$ cat src/rtl/knn_topk_accumulator.sv
// ---------------------------------------------------------------------------
// knn_topk_accumulator
//
// Query controller for a K-nearest-neighbour classifier. A query consists of
// i_num_batches batches, each carrying NUM_OF_DISTANCE_CALCULATORS entries
// ({label, distance}). Every accepted batch is registered and presented,
// together with the current K-smallest set, to an external combinational
// merge stage; its result is folded back into the K-smallest register on the
// following edge. After the final merge, the labels of the K survivors are
// voted on and a one-cycle o_done pulse marks the result.
//
// The block never looks at distances: all ordering comes from the merge
// stage through i_sorter_result.
//
// Ports
//   clk, rst_n          clock, asynchronous active-low reset
//   i_start             start a query (honoured only in IDLE / DONE)
//   i_num_batches       batch count, sampled when a start is accepted
//   i_dist_valid        upstream batch valid
//   i_dist_data         incoming batch
//   o_dist_ready        batch accepted this cycle when valid is high
//   o_sorter_smallest   registered K-smallest set, to the merge stage
//   o_sorter_data       registered batch, to the merge stage
//   i_sorter_result     merged K-smallest set from the merge stage
//   o_busy              high in ACCUM, MERGE and VOTE
//   o_done              one-cycle pulse on entry to DONE
//   o_class             majority label of the K survivors
//   o_group_bits        label bit of each survivor (bit i from entry i)
// ---------------------------------------------------------------------------
module knn_topk_accumulator #(
  parameter int                       REGISTER_SIZE               = 12,
  parameter int                       K                           = 5,
  parameter int                       NUM_OF_DISTANCE_CALCULATORS = 4,
  parameter logic [REGISTER_SIZE-1:0] RST_VALUE                   = 12'd4095
) (
  input  logic                     clk,
  input  logic                     rst_n,
  input  logic                     i_start,
  input  logic [7:0]               i_num_batches,
  input  logic                     i_dist_valid,
  input  logic [REGISTER_SIZE-1:0] i_dist_data [NUM_OF_DISTANCE_CALCULATORS-1:0],
  output logic                     o_dist_ready,
  output logic [REGISTER_SIZE-1:0] o_sorter_smallest [K-1:0],
  output logic [REGISTER_SIZE-1:0] o_sorter_data [NUM_OF_DISTANCE_CALCULATORS-1:0],
  input  logic [REGISTER_SIZE-1:0] i_sorter_result [K-1:0],
  output logic                     o_busy,
  output logic                     o_done,
  output logic                     o_class,
  output logic [K-1:0]             o_group_bits
);

  localparam int LBL      = REGISTER_SIZE - 1;
  localparam int CNT_W    = $clog2(K + 1);
  localparam int MAJORITY = K / 2 + 1;

  typedef enum logic [2:0] {
    IDLE  = 3'd0,
    ACCUM = 3'd1,
    MERGE = 3'd2,
    VOTE  = 3'd3,
    DONE  = 3'd4
  } state_t;

  state_t                   state_q;
  state_t                   state_d;

  logic [7:0]               batch_cnt_p0;
  logic [7:0]               num_batches_q;
  logic                     vld_p0;
  logic [REGISTER_SIZE-1:0] data_p0 [NUM_OF_DISTANCE_CALCULATORS-1:0];
  logic [REGISTER_SIZE-1:0] smallest_p1 [K-1:0];
  logic [K-1:0]             group_bits_p2;
  logic                     class_p2;
  logic                     done_p2;

  logic                     start_ok;
  logic                     hs;
  logic                     last_batch;
  logic [K-1:0]             vote_bits;

  function automatic logic [CNT_W-1:0] popcount(input logic [K-1:0] bits);
    logic [CNT_W-1:0] n;
    n = '0;
    for (int i = 0; i < K; i++) begin
      n = n + CNT_W'(bits[i]);
    end
    return n;
  endfunction

  function automatic logic majority(input logic [K-1:0] bits);
    return popcount(bits) >= CNT_W'(MAJORITY);
  endfunction

  // Ready is only offered while batches remain; the last acceptance moves
  // the FSM out of ACCUM, so the counter never reaches past the latched count.
  assign o_dist_ready = (state_q == ACCUM) && (batch_cnt_p0 < num_batches_q);
  assign hs           = i_dist_valid && o_dist_ready;
  assign last_batch   = (batch_cnt_p0 == (num_batches_q - 8'd1));
  assign o_busy       = (state_q == ACCUM) || (state_q == MERGE) || (state_q == VOTE);

  always_comb begin
    state_d  = state_q;
    start_ok = 1'b0;
    case (state_q)
      IDLE, DONE: begin
        if (i_start) begin
          start_ok = 1'b1;
          state_d  = (i_num_batches == 8'd0) ? VOTE : ACCUM;
        end
      end
      ACCUM: begin
        if (hs && last_batch) begin
          state_d = MERGE;
        end
      end
      MERGE:   state_d = VOTE;
      VOTE:    state_d = DONE;
      default: state_d = IDLE;
    endcase
  end

  always_comb begin
    vote_bits = '0;
    for (int i = 0; i < K; i++) begin
      vote_bits[i] = smallest_p1[i][LBL];
    end
  end

  // Control: FSM state, batch counter, pending flag and done pulse
  always_ff @(posedge clk or negedge rst_n) begin
    if (!rst_n) begin
      state_q       <= IDLE;
      batch_cnt_p0  <= '0;
      num_batches_q <= '0;
      vld_p0        <= 1'b0;
      done_p2       <= 1'b0;
    end else begin
      state_q <= state_d;
      done_p2 <= (state_q == VOTE);
      if (start_ok) begin
        batch_cnt_p0  <= '0;
        num_batches_q <= i_num_batches;
        vld_p0        <= 1'b0;
      end else begin
        // A fresh handshake keeps the pending flag set so back-to-back
        // batches merge at one per cycle.
        vld_p0 <= hs;
        if (hs) begin
          batch_cnt_p0 <= batch_cnt_p0 + 8'd1;
        end
      end
    end
  end

  // Stage p0: registered batch presented to the merge stage
  always_ff @(posedge clk or negedge rst_n) begin
    if (!rst_n) begin
      for (int j = 0; j < NUM_OF_DISTANCE_CALCULATORS; j++) begin
        data_p0[j] <= RST_VALUE;
      end
    end else if (start_ok) begin
      for (int j = 0; j < NUM_OF_DISTANCE_CALCULATORS; j++) begin
        data_p0[j] <= RST_VALUE;
      end
    end else if (hs) begin
      for (int j = 0; j < NUM_OF_DISTANCE_CALCULATORS; j++) begin
        data_p0[j] <= i_dist_data[j];
      end
    end
  end

  // Stage p1: K-smallest set, refreshed from the merge result one edge
  // after each handshake
  always_ff @(posedge clk or negedge rst_n) begin
    if (!rst_n) begin
      for (int i = 0; i < K; i++) begin
        smallest_p1[i] <= RST_VALUE;
      end
    end else if (start_ok) begin
      for (int i = 0; i < K; i++) begin
        smallest_p1[i] <= RST_VALUE;
      end
    end else if (vld_p0) begin
      for (int i = 0; i < K; i++) begin
        smallest_p1[i] <= i_sorter_result[i];
      end
    end
  end

  // Stage p2: vote result, only rewritten in VOTE so it stays visible
  // across DONE and into the next query until that query votes
  always_ff @(posedge clk or negedge rst_n) begin
    if (!rst_n) begin
      group_bits_p2 <= '0;
      class_p2      <= 1'b0;
    end else if (state_q == VOTE) begin
      group_bits_p2 <= vote_bits;
      class_p2      <= majority(vote_bits);
    end
  end

  assign o_sorter_smallest = smallest_p1;
  assign o_sorter_data     = data_p0;
  assign o_group_bits      = group_bits_p2;
  assign o_class           = class_p2;
  assign o_done            = done_p2;

endmodule

$ cat config.mk
export PLATFORM = sky130hd
export DESIGN_NAME = knn_topk_accumulator
export DESIGN_NICKNAME = d
export VERILOG_FILES = /design/src/rtl/knn_topk_accumulator.sv
export SDC_FILE = /design/constraint.sdc
export NUM_CORES = 1
export LEC_CHECK = 0
export CAP_MARGIN = 20
export CORE_ASPECT_RATIO = 1.4
export CORE_MARGIN = 2
export CORE_UTILIZATION = 40
export CTS_CLUSTER_DIAMETER = 100
export CTS_CLUSTER_SIZE = 40
export DETAILED_ROUTE_END_ITERATION = 12
export MAX_ROUTING_LAYER = met4
export PLACE_DENSITY_LB_ADDON = 0.2
export SYNTH_ARGS = -nofsm -noshare
export SYNTH_HDL_FRONTEND = slang
export SYNTH_SLANG_ARGS = --single-unit
$ cat constraint.sdc
create_clock -name clk -period 2.1 [get_ports clk]
set_input_delay 0.42 -clock clk [delete_from_list [all_inputs] [get_ports clk]]
set_output_delay 0.42 -clock clk [all_outputs]
set_load 0.02 [all_outputs]
==> run summary <==
cell taking the most area after synthesis: dfstp_2
Post-Syn Nets: 707
DR iter-0 viols: 171
max-cap violations: 0
antenna viol nets, final: 0
Crit Path Class: reg2out
setup_tns: -5.64 ns
status: complete, but fails checks
fin. max-slew vios: 0
WHS: 0.122 ns
Worst EP arrival: 2.07 ns
crit end category: output pin
Clock Latency Late Sink: 0.42 ns
syn avg cell area: 10.6 um2
vias in the first global route: 5487
fin crit period: 2.49 ns
Non-Filler Instances: 1066
Die H: 150 um
asr flop ratio synth: 100%
largest net degree at the start of global routing: 66
Top Ports: 237
Post-Place Cells: 1007
setup slack after layout: -0.391 ns
failing checks: negative setup slack
DR vias/cell: 4.96
diode count: 0
first-pass GRT wire length: 27700 um
Static Leak: 0.00443 uW
CP max FO: 2
Register Area: 3520 um2
grt ovf: 0
most common cell in the netlist: nand2_1
GRT Overall Usage: 22.6%
DIE AREA: 16200 um2
Max Root-Sink Buffers: 2
period utilisation layout: 119%
main flop type after synthesis: dfstp_2
Multi-input gate area: 2530 um2
CTS Sinks: 135
RSZ-0062 raised after global routing: true
Unique masters post-synth: 43
CP startpoint kind: register
Peak VDD IR: 0.886 mV
H-tree Lvls: 4
# fillers: 1135
Slew headroom: 69.2%
via count: 5289
DR pass1 iterations: 4
Syn-to-layout area delta: 69.0%
Syn Std Cell Area: 6090 um2
synth top area cells: dfstp_2 (47%), dfrtp_1 (11%), mux2i_1 (10%), nand2_1 (7.8%), o21ai_0 (5.1%)
Synth warnings: 0
number of synthesized flops with an enable pin: 0
Synth top area share: 46.6%
initial antenna violation count: 0
core area: 15000 um2
Max Clock Freq: 401 MHz
gpl congestion: 0.942
cts bufs inserted: 17
register area share after synthesis: 57.7%
Wirelength per Cell: 17.1 um
clock skew: 0.0103 ns
Port Buf Inserts: 236
Crit path required time: 1.68 ns
Seq cells post-synth: 135
total wire length: 18300 um
share of cells above drive strength 1: 28.9%
Final Setup Violations: 58
Pwr Density: 1760 nW/um2
FP Rows: 53
Die W: 108 um
worst hold path class: in2async
CTS root buffer: clkbuf_16
Initial Util: 40.6%
Worst Max-Slew Pin Slew: 0.462 ns
CTS tree: yes
Final nets: 995
post-route DRC violation count: 0
Reg clk slew, reported paths: 0.06 ns
commonest cells in the netlist: nand2_1 (127), dfstp_2 (108), nor2_1 (62), o21ai_0 (62), mux2i_1 (61)
Final Hold Fails: 0
Mapped Cells: 573
hpwl dp: 12300 um
==> layout by cell type, fill, tap and decap left out, drive strengths merged, types with 4 or more instances in the layout <==
master | netlist | routed
xnor2 | 9 | 9
bufinv | 0 | 4
nand4 | 6 | 6
mux2 | 4 | 4
mux2i | 61 | 61
dfstp | 108 | 108
o211ai | 4 | 4
o21ai | 62 | 62
nand2 | 127 | 127
clkbuf | 24 | 25
dfrtp | 27 | 27
nor4b | 4 | 4
a21oi | 4 | 4
buf | 10 | 63
clkdlybuf4s50 | 0 | 234
inv | 15 | 19
nor2 | 63 | 63
ha | 12 | 12
==> registers in the layout (all words and copies together) (netlist names) <==
name and cells:
num_batches_q 8, o_class 1, o_done 1, o_sorter_data 48, o_sorter_smallest 60, o_group_bits 5
batch_cnt_p0 8, vld_p0 1, state_q 3
==> where the power goes <==
group,internal (uW),switching [uW]
Sequential,4590,822
Combinational,4820,4580
Clock,2110,1170
Total,11500,6570
==> metrics by stage <==
stage	utilization, %	area [um2]	total power [uW]	setup slack, ns
4_1_cts	66.6	9990	17600	-0.434
5_1_grt	68.6	10300	19100	-0.438
6_report	68.6	10300	18100	-0.391
3_3_place_gp	59.7	8950	13100	-0.395
2_1_floorplan	-	6100	9620	0.0774
3_5_place_dp	59.7	8950	13400	-0.468
==> path summary, 6_finish.rpt <==
| kind | cells past startpoint | from | slack (ns) | to |
|---|---|---|---|---|
| worst max-delay path | 6 | batch_cnt_p0[1] | -0.39 | o_dist_ready |
| worst min-delay path | 1 | rst_n | 0.12 | o_sorter_smallest[10] |
| worst max register to register | 10 | batch_cnt_p0[1] | -0.16 | batch_cnt_p0[0] |
| worst min register to register | 2 | o_group_bits[4] | 0.48 | o_group_bits[4] |
| max in group asynchronous | 2 | rst_n | 1.56 | o_sorter_data[30] |
| min in group clk | 2 | o_group_bits[4] | 0.48 | o_group_bits[4] |
==> area by class of cell <==
class,count,area share [%]
Sequential cell,135,34.2
Timing Repair Buffer,303,31.9
Multi-Input combinational cell,389,24.6
Clock buffer,20,4.55
Tap cell,192,2.34
Clock inverter,12,1.81
Inverter,15,0.547
==> per-layer routing <==
| layer | vias up | track usage [%] | share of wire (%) |
|---|---|---|---|
| met5 | - | - | 0 |
| met4 | 0 | 7.37 | 2.7 |
| met3 | 43 | 4.75 | 7.4 |
| met2 | 227 | 39.3 | 52 |
| met1 | 2539 | 25.8 | 38 |
| li1 | 2480 | - | - |
==> repair_timing <==
item / 4_1_cts / 5_1_grt
endpoints found under the setup margin: 36 / 61
pin swaps: 12 / 12
gates resized for setup: 66 / 48
hold buffers: 0 / 0
cloned: 7 / 6
setup buffers: 9 / 8
==> cell families after synthesis <==
family,Yosys count,share of synthesized area [%]
buffers and inverters,49,3.58
DFF,135,57.7
adders and majority gates,14,3.12
AOI/OAI and AO/OA,76,6.89
muxes,65,10.8
and+or+nand+nor,222,16.2
xor gates and xnor gates,12,1.73
==> critical path: stages, from the launching register on <==
cell and delay (ns):
dfrtp_1 0.42, ha_4 0.25, nor2b_4 0.12, o211ai_1 0.26, a21oi_4 0.11, nor4b_4 0.31
buf_4 0.19
Power figures use the tool's default switching activity.
